File: config.mk
export PLATFORM = sky130hd
export DESIGN_NAME = multiply_add
export DESIGN_NICKNAME = d
export VERILOG_FILES = /design/src/rtl/multiply_add.sv
export SDC_FILE = /design/constraint.sdc
export NUM_CORES = 1
export LEC_CHECK = 0
export ABC_AREA = 1
export CAP_MARGIN = 20
export CORE_UTILIZATION = 25
export DETAILED_ROUTE_END_ITERATION = 10
export GPL_TIMING_DRIVEN = 0
export SYNTH_ARGS = -nofsm -noshare
export SYNTH_HDL_FRONTEND = slang
export SYNTH_SLANG_ARGS = --single-unit
File: constraint.sdc
create_clock -name clk -period 3.2 [get_ports clk]
set_clock_uncertainty 0.15 [all_clocks]
set_input_delay 0.64 -clock clk [delete_from_list [all_inputs] [get_ports clk]]
set_output_delay 0.64 -clock clk [all_outputs]
set_load 0.02 [all_outputs]
File: src/rtl/multiply_add.sv
// Sequential shift-add multiply-accumulate: product = multiplicand * multiplier + addend.
// One multiplier bit per clock, LSB first, with a level start/done handshake.
module multiply_add #(
    parameter int BIT_DEPTH = 32
) (
    input  logic                   clk,
    input  logic                   reset,
    input  logic                   start,
    input  logic [BIT_DEPTH-1:0]   multiplicand,
    input  logic [BIT_DEPTH-1:0]   multiplier,
    input  logic [BIT_DEPTH-1:0]   addend,
    output logic [2*BIT_DEPTH-1:0] product,
    output logic                   busy,
    output logic                   done
);

    localparam int CW = (BIT_DEPTH > 1) ? $clog2(BIT_DEPTH) : 1;
    localparam logic [CW-1:0] LAST = CW'(BIT_DEPTH - 1);

    typedef enum logic [1:0] {
        IDLE = 2'd0,
        BUSY = 2'd1,
        DONE = 2'd2
    } state_t;

    state_t                 state, state_nxt;
    logic [BIT_DEPTH-1:0]   mcand;
    logic [BIT_DEPTH-1:0]   mplier;
    logic [CW-1:0]          count;
    logic [2*BIT_DEPTH-1:0] acc;

    always_ff @(posedge clk or negedge reset) begin
        if (!reset) state <= IDLE;
        else        state <= state_nxt;
    end

    always_comb begin
        state_nxt = state;
        case (state)
            IDLE:    if (start) state_nxt = BUSY;
            BUSY:    if (count == LAST) state_nxt = DONE;
            DONE:    if (!start) state_nxt = IDLE;
            default: state_nxt = IDLE;
        endcase
    end

    // Accumulator is 2*BIT_DEPTH wide; A*B+C can never exceed it, so no carry-out.
    always_ff @(posedge clk or negedge reset) begin
        if (!reset) begin
            mcand  <= '0;
            mplier <= '0;
            count  <= '0;
            acc    <= '0;
        end else begin
            case (state)
                IDLE: begin
                    if (start) begin
                        mcand  <= multiplicand;
                        mplier <= multiplier;
                        acc    <= {{BIT_DEPTH{1'b0}}, addend};
                        count  <= '0;
                    end
                end
                BUSY: begin
                    if (mplier[count])
                        acc <= acc + ({{BIT_DEPTH{1'b0}}, mcand} << count);
                    count <= count + CW'(1);
                end
                default: ;
            endcase
        end
    end

    assign product = acc;
    assign busy    = (state == BUSY);
    assign done    = (state == DONE);

endmodule

-- Word-level counts from Yosys, hierarchy flattened
Cells that the tools add are included.
- logic and storage cells: 33
- bits of input ports: 99
- register bits after elaboration: 135
- output and inout bits: 66
- equal/unequal tests: 7
- magnitude comparators: 1
- mux-type cells: 11
- shift-type cells: 1
- $add $sub $neg: 2
- reduce and logical (&&, ||, !) cells: 6
- operators by type and width (operator ; count):
    64-bit two-way mux ; 2
    64-bit case mux with 2 select lines ; 1
    64-bit adder ; 1
    32-bit by 5-bit << shifter with 64-bit output ; 1
    5-bit case mux with 2 select lines ; 1
    5-bit by 6-bit less-than comparator with 1-bit output (second input constant) ; 1
    2-bit two-way mux ; 3
    2-bit case mux with 3 select lines ; 1
    3-bit AND reduction ; 2
    5-bit by 1-bit adder with 5-bit output (second input constant) ; 1
    1-bit binary-select mux with 5-bit select ; 1
    5-bit == test (second input constant) ; 1
    5-bit two-way mux ; 1
    2-bit by 1-bit != test with 1-bit output (second input constant) ; 2
    2-bit != test (second input constant) ; 2
    2-bit AND reduction ; 2
    2-bit by 1-bit == test with 1-bit output (second input constant) ; 1
    2-bit == test (second input constant) ; 1
    2-bit zero test ; 1
    2-bit nonzero test ; 1
    1-bit two-way mux ; 1

-- Logic depth before layout (Yosys ltp)
Gate-level depths: netlist of the first run.
- depth in word-level cells: 4
- gate-level depth with buffers: 28
- gate-level depth less buffers: 25

-- Worst setup path after synthesis of the first run
OpenSTA, ideal clock, no wires.
- path type: reg2reg
- start: register count[0]
- end: register acc[29], in the netlist product[29]
- period minus slack after synthesis: 3.197 ns
- required time: 2.926 ns
- slack: 0.003 ns
- arrival: 2.923 ns
- cell stages (with the launch flop): 25
- buffers on the path: 4
- library setup time: 0.124 ns
- path through: dfrtp_1 -> buf_6 -> buf_6 -> buf_6 -> buf_6 -> nand2_1 -> nand2_1 -> inv_1 -> o21ai_2 -> nand2_1 -> o21ai_0 -> o21ai_0 -> nor2_1 -> ha_1 -> nand2_1 -> inv_1 -> a21oi_1 -> nor2_1 -> nor2_1 -> nand2_1 -> nand2_1 -> nand2_1 -> or2_2 -> nand2_1 -> nand3_1
- word-level cells in the longest chain between the ends: 4
- elaborated cells on any way between the ends: 8
- ends and longest elaborated chain (what ; RTL line ; text):
    start: declaration ; 29 ; logic [CW-1:0] count;
    start signal: assignment ; 67 ; count <= count + CW'(1);
    32-bit by 5-bit << shifter with 64-bit output or 1-bit binary-select mux with 5-bit select (tied branches) ; 66, 65 ;
    64-bit adder or 1-bit two-way mux (tied branches) ; 66, 65 ;
    64-bit two-way mux or 2-bit by 1-bit != test with 1-bit output (tied branches) ; -- ;
    64-bit case mux with 2 select lines or 3-bit AND reduction (tied branches) ; -- ;
    end signal: assignment ; 60 ; acc <= {{BIT_DEPTH{1'b0}}, addend};
    end signal: assignment ; 66 ; acc <= acc + ({{BIT_DEPTH{1'b0}}, mcand} << count);
    end: declaration ; 30 ; logic [2*BIT_DEPTH-1:0] acc;
Several ways; a longest one is shown, not always the timed one. The select of a mux whose other input is x is not followed.
A chain may end at the register's enable or synchronous reset.

-- Worst setup path in the final report of the first run
Ends and elaborated chain as after synthesis.

==> metrics.md, run 1 <==
| Metric | Value |
|---|---|
| Worst Path Class, Setup | reg -> reg |
| Slowest stage delay, CP | 0.39 ns |
| Antenna violations before repair | 0 |
| Grt met1 use | 28.2% |
| Critical Path AT | 3.84 ns |
| Final hold violation count | 0 |
| Global-route wire length before repair | 86.1 mm |
| Core Area | 50,300 µm² |
| Total GRT Usage | 21.5% |
| Die Wd | 228 µm |
| Max_cap viols | 0 |
| Final nets | 2,588 |
| Root buffer cell | clkbuf_16 |
| Async set-reset flop share out of synthesis | 100% |
| Outcome | finished with violations |
| Worst skew pair latency | 0.49 ns |
| DRT antenna net count | 0 |
| Met3 Track Usage GR | 3.39% |
| Final Max Tran Viols | 0 |
| CTS tree | built |
| Post-Synthesis Cells | 2,151 |
| Fin Setup TNS | -14.29 ns |
| Met2 Track Usage GR | 35.6% |
| Sequential area share after synthesis | 26.4% |
| Rel. slew slack | 37.4% |
| GR Overflow Total | 0 |
| Area growth syn-to-layout | 60.1% |
| Cts bufs inserted | 17 |
| Tcrit/Tclk final | 113% |
| Worst hold slack | 0.329 ns |
| Setup ws final | -0.428 ns |
| Antenna diodes | 0 |
| DRC Markers | 0 |
| CP Capture Type | flip-flop |
| Worst-margin pin slew | 0.938 ns |
| Worst path cell trace | buf_6, inv_4, buf_8, buf_6, nand2_2, nand2_2, buf_4, nand2_1, o21ai_2, nand2_1, o21ai_4, o21ai_4, o21ai_4, ha_4, a21oi_2, nor2_1, nor2_1, nand2_2, a21oi_2, nand2_4, or2_4, nand2_4, nand3_2 |
| Count of final setup violators | 52 |
| Initial Util | 25.4% |
| Syn nets | 2,316 |
| Layer with the highest usage | met2 |
| Failing checks | negative setup slack |
| Min-Delay Path Class | reg -> reg |
| Routed WL | 57.6 mm |
| Crit path max-delay cell type | dfrtp_1 |
| Clk slew on worst S/H paths | 0.07 ns |
| DR vias | 15,200 |
| CTS H-tree depth | 4 |
| Initial DRC count | 1,182 |
| Pre-Repair DR Iteration Count | 6 |
| Row cnt | 82 |
| Avg Inst Size Synth | 5.95 µm² |
| Vias in the first global route | 14,800 |
| Most common cell in the netlist | nand2_1 |
| WL/cell | 18.5 µm |
| RD Place Congestion | 0.990 |
| Share of post-route cells with drive strength above 1 | 34.4% |
| Critical path launch point type | flip-flop |
| Post-synth EDFFs | 0 |
| Dpl hpwl | 44.0 mm |
| FF+latch count, synth | 135 |
| Top post-synthesis cells by area | dfrtp_1 (26%), nand2_1 (26%), inv_1 (7.0%) |
| Share of the synthesized area in the top cell type | 26.4% |
| Die ar. | 52,100 µm² |
| # clock sinks | 135 |
| RSZ-0062 raised after global routing | true |
| Via/cell ratio | 4.90 |
| Post-synth top flop | dfrtp_1 |
| IO buf count | 164 |
| Worst Path Required | 3.41 ns |
| Minimum clock period | 3.63 ns |
| Distinct cell type count after synthesis | 45 |
| Synth warn | 0 |
| CTS max path bufs | 2 |
| Fmax achieved | 276 MHz |
| CP Max Fanout | 6 |
| Post-Syn Area | 12,800 µm² |
| Boundary Pins | 165 |
| Yosys top cell by area | dfrtp_1 |
| Largest net degree at the start of global routing | 94 |
| Synth cell count leaders | nand2_1 (889), inv_1 (237), nor2_1 (179) |
| Filler cells | 5,146 |
| Die Span Y | 228 µm |
final cells by class:
class                           count  area (µm²)  share of cell area, %
Multi-Input combinational cell   1696       11700                   57.3
Sequential cell                   135        3380                   16.5
Timing Repair Buffer              255        2430                   11.9
Inverter                          242         928                   4.54
Tap cell                          672         841                   4.11
Buffer                             76         549                   2.68
Clock buffer                       17         425                   2.08
Clock inverter                     15         191                  0.935
placed cells by master, fill, tap and decap left out, types with 16 or more instances in the layout:
master / count
o21ai_0: 39
ha_4: 49
a21oi_2: 34
o21ai_1: 16
nor2_1: 84
clkdlybuf4s50_1: 163
nand2_4: 35
nor2_2: 40
a21oi_1: 30
nand2_1: 681
o21ai_4: 49
buf_6: 20
clkbuf_16: 17
buf_4: 84
nand2_2: 173
clkbuf_1: 16
inv_2: 34
nand3_1: 123
nand3_2: 36
o21ai_2: 52
dfrtp_1: 135
nor2_4: 55
inv_1: 203
a21oi_4: 23
registers in the layout, summed over array words and instances (netlist names):
name / count
product: 64
state: 2
mplier: 32
mcand: 32
count: 5
metal layers:
metal,up-vias,wire [µm]
met2,514,27300
met3,112,3250
met5,-,0
met4,0,1950
li1,7429,-
met1,7183,25100
worst max-delay path, delay by kind of cell, from the launching register on:
kind / cells / cell delay (ns)
AND/OR/NAND/NOR: 11 / 1.12
AO/OA/AOI/OAI: 6 / 1.01
buffers and inverters: 5 / 0.55
flip-flops: 1 / 0.39
adder cells (fa/ha/maj): 1 / 0.26
cells by family after synthesis:
logic type	synth area share [%]
buffers and inverters	10.8
AND/OR/NAND/NOR	41.9
adder cells (fa/ha/maj)	6.52
AO/OA/AOI/OAI	12.4
XOR/XNOR	0.959
multiplexers	1.02
flip-flops	26.4
final timing paths:
kind	from	to	slack, ns	cells after the start
setup / recovery	count[0]	product[29]	-0.43	23
hold / removal	mplier[2]	mplier[2]	0.33	2
setup reg to reg	count[0]	product[29]	-0.43	23
hold reg to reg	mplier[2]	mplier[2]	0.33	2
max in group asynchronous	reset	mcand[16]	1.53	3
min in group asynchronous	reset	product[5]	0.51	2
stage by stage:
stage | utilization [%] | setup slack (ns) | std cells | cell area [µm²]
2_1_floorplan | - | 0.00303 | 2151 | 12800
3_5_place_dp | 30.4 | -0.968 | 2988 | 15300
4_1_cts | 37.2 | -0.318 | 3089 | 18700
5_1_grt | 40.7 | -0.563 | 3108 | 20500
6_report | 40.7 | -0.428 | 3108 | 20500
3_3_place_gp | 30.4 | -4.58 | 2987 | 15300
timing repair:
| item | in CTS | in global routing |
|---|---|---|
| hold endpoints to repair | 42 | 0 |
| resized for setup | 619 | 342 |
| pin swaps | 171 | 106 |
| buffers inserted | 68 | 19 |
| endpoints found under the setup margin | 60 | 58 |
| hold buffers | 1 | 0 |
| cloned | 2 | 0 |
Power of run 1 is not shown: default switching activity piles up to over one toggle a cycle in this logic, so the estimate is an artifact.
==> run 2, diff against run 1 <==
- DONT_BUFFER_PORTS: unset -> 1
- GPL_TIMING_DRIVEN: 0 -> 1
==> metrics.md, run 2 (synthesis results as in run 1) <==
| Metric | Value |
|---|---|
| Initial Util | 25.4% (unchanged) |
| WL/cell | 17.1 µm (-7.7%) |
| Worst Path Class, Setup | reg -> reg |
| Clk slew on worst S/H paths | 0.07 ns (about the same) |
| Fin Setup TNS | -9.02 ns (+5.27 ns) |
| Setup ws final | -0.312 ns (+0.116 ns) |
| Routed WL | 53.3 mm (-7.4%) |
| RSZ-0062 raised after global routing | true |
| IO buf count | 0 (-100%) |
| RD Place Congestion | 0.975 (-1.5%) |
| Worst hold slack | -0.284 ns (-0.612 ns) |
| Fmax achieved | 285 MHz (+3.3%) |
| Minimum clock period | 3.51 ns (-0.116 ns) |
| Final nets | 2,598 (+0.39%) |
| Total GRT Usage | 20.1% (-1.4 points) |
| DR vias | 14,700 (-3.7%) |
| CP Max Fanout | 24 (+18) |
| # clock sinks | 135 (unchanged) |
| Tcrit/Tclk final | 110% (-3.6 points) |
| Core Area | 50,300 µm² (unchanged) |
| Final Max Tran Viols | 0 (unchanged) |
| Worst-margin pin slew | 0.576 ns (-0.362 ns) |
| Filler cells | 5,395 (+4.8%) |
| Failing checks | negative hold slack, negative setup slack |
| Antenna violations before repair | 0 (unchanged) |
| Most common cell after layout, fill and taps aside | nand2_1 |
| Final hold violation count | 135 (+135) |
| Max reg flops | 64 (unchanged) |
| Fin util | 36.6% (-4.1 points) |
| CTS H-tree depth | 4 (unchanged) |
| Max_cap viols | 0 (unchanged) |
| Global-route wire length before repair | 79.8 mm (-7.3%) |
| Via/cell ratio | 4.71 (-4.0%) |
| CTS max path bufs | 2 (unchanged) |
| Die ar. | 52,100 µm² (unchanged) |
| GR Overflow Total | 0 (unchanged) |
| Die Span Y | 228 µm (unchanged) |
| Antenna diodes | 0 (unchanged) |
| Rel. slew slack | 61.6% (+24 points) |
| Critical path launch point type | flip-flop |
| Outcome | finished with violations |
| Die Wd | 228 µm (unchanged) |
| DRC Markers | 0 (unchanged) |
| Worst skew pair latency | 0.47 ns (-0.02 ns) |
| Pre-Repair DR Iteration Count | 6 (unchanged) |
| Row cnt | 82 (unchanged) |
| Cts bufs inserted | 17 (unchanged) |
| Largest net degree at the start of global routing | 136 (+45%) |
| CP Capture Type | flip-flop |
| Area growth syn-to-layout | 43.8% |
| Root buffer cell | clkbuf_16 |
| Vias in the first global route | 13,900 (-6.6%) |
| DRT antenna net count | 0 (unchanged) |
| Worst Path Required | 3.40 ns (about the same) |
| Share of post-route cells with drive strength above 1 | 31.6% (-2.8 points) |
| CTS tree | built |
| Boundary Pins | 165 (unchanged) |
| Dpl hpwl | 42.5 mm (-3.4%) |
| Count of final setup violators | 53 (+1.9%) |
| Initial DRC count | 1,104 (-6.6%) |
| Critical Path AT | 3.71 ns (-0.13 ns) |
| Min-Delay Path Class | in -> async |
| Most frequent cells in the layout | nand2_1 (812), buf_4 (329), inv_1 (224), nand3_1 (151), dfrtp_1 (133) |
run 2: path summary, 6_finish.rpt:
kind	endpoint	cells after the start	slack [ns]	from
max in group asynchronous	mcand[29]	0	2.94	reset
max	product[61]	19	-0.31	count[0]
min reg2reg	mplier[12]	2	0.33	mplier[12]
min in group clk	mcand[16]	2	0.13	multiplicand[16]
min	product[13]	0	-0.28	reset
max reg2reg	product[61]	19	-0.31	count[0]
run 2: metal layers:
metal | vias to the layer above | GRT usage (%) | share of wire (%)
met1 | 6781 | 27.4 | 46
li1 | 7437 | - | -
met5 | - | 0 | 0
met4 | 0 | 6.38 | 2.3
met2 | 390 | 32.0 | 46
met3 | 63 | 3.79 | 5.4
run 2: stage by stage:
step / hold slack, ns / setup WS (ns) / area, µm² / std cells
6_report: -0.284 / -0.312 / 18400 / 3118
5_1_grt: -0.313 / -0.480 / 18400 / 3118
4_1_cts: -0.308 / -0.260 / 17200 / 3103
3_5_place_dp: 0.205 / -0.624 / 15700 / 3061
3_3_place_gp: 0.206 / -0.646 / 15700 / 3061
2_1_floorplan: 0.194 / 0.00303 / 12800 / 2151
run 2: area by class of cell:
cell class              instances  area [µm²]  area share, %
clock buffers                  18         429           2.33
clock inverters                14         188           1.02
inverters                     242         925           5.03
multi-input cells            1696        9920           54.0
flip-flops and latches        135        3380           18.4
well taps                     672         841           4.57
repair buffers                341        2700           14.7
run 2: worst max-delay path, stage by stage, from the launching register on:
cell	delay [ns]
dfrtp_2	0.44
buf_12	0.16
buf_4	0.15
o21ai_4	0.21
o21ai_2	0.09
o21ai_1	0.19
nand2_1	0.10
o21ai_2	0.09
inv_1	0.07
nor2_1	0.19
ha_1	0.32
a21oi_1	0.24
o21bai_1	0.18
a21oi_2	0.23
nand2_1	0.08
a21oi_1	0.12
buf_4	0.14
nand3_1	0.08
nand3_1	0.09
nand2_1	0.06
run 2: timing repair:
item / in CTS / in global routing
gates cloned: 0 / 0
endpoints found under the setup margin: 56 / 58
setup buffers: 10 / 15
pin swaps: 35 / 38
hold endpoints to repair: 135 / 135
resized for setup: 248 / 244
Power of run 2 is left out for the same reason.
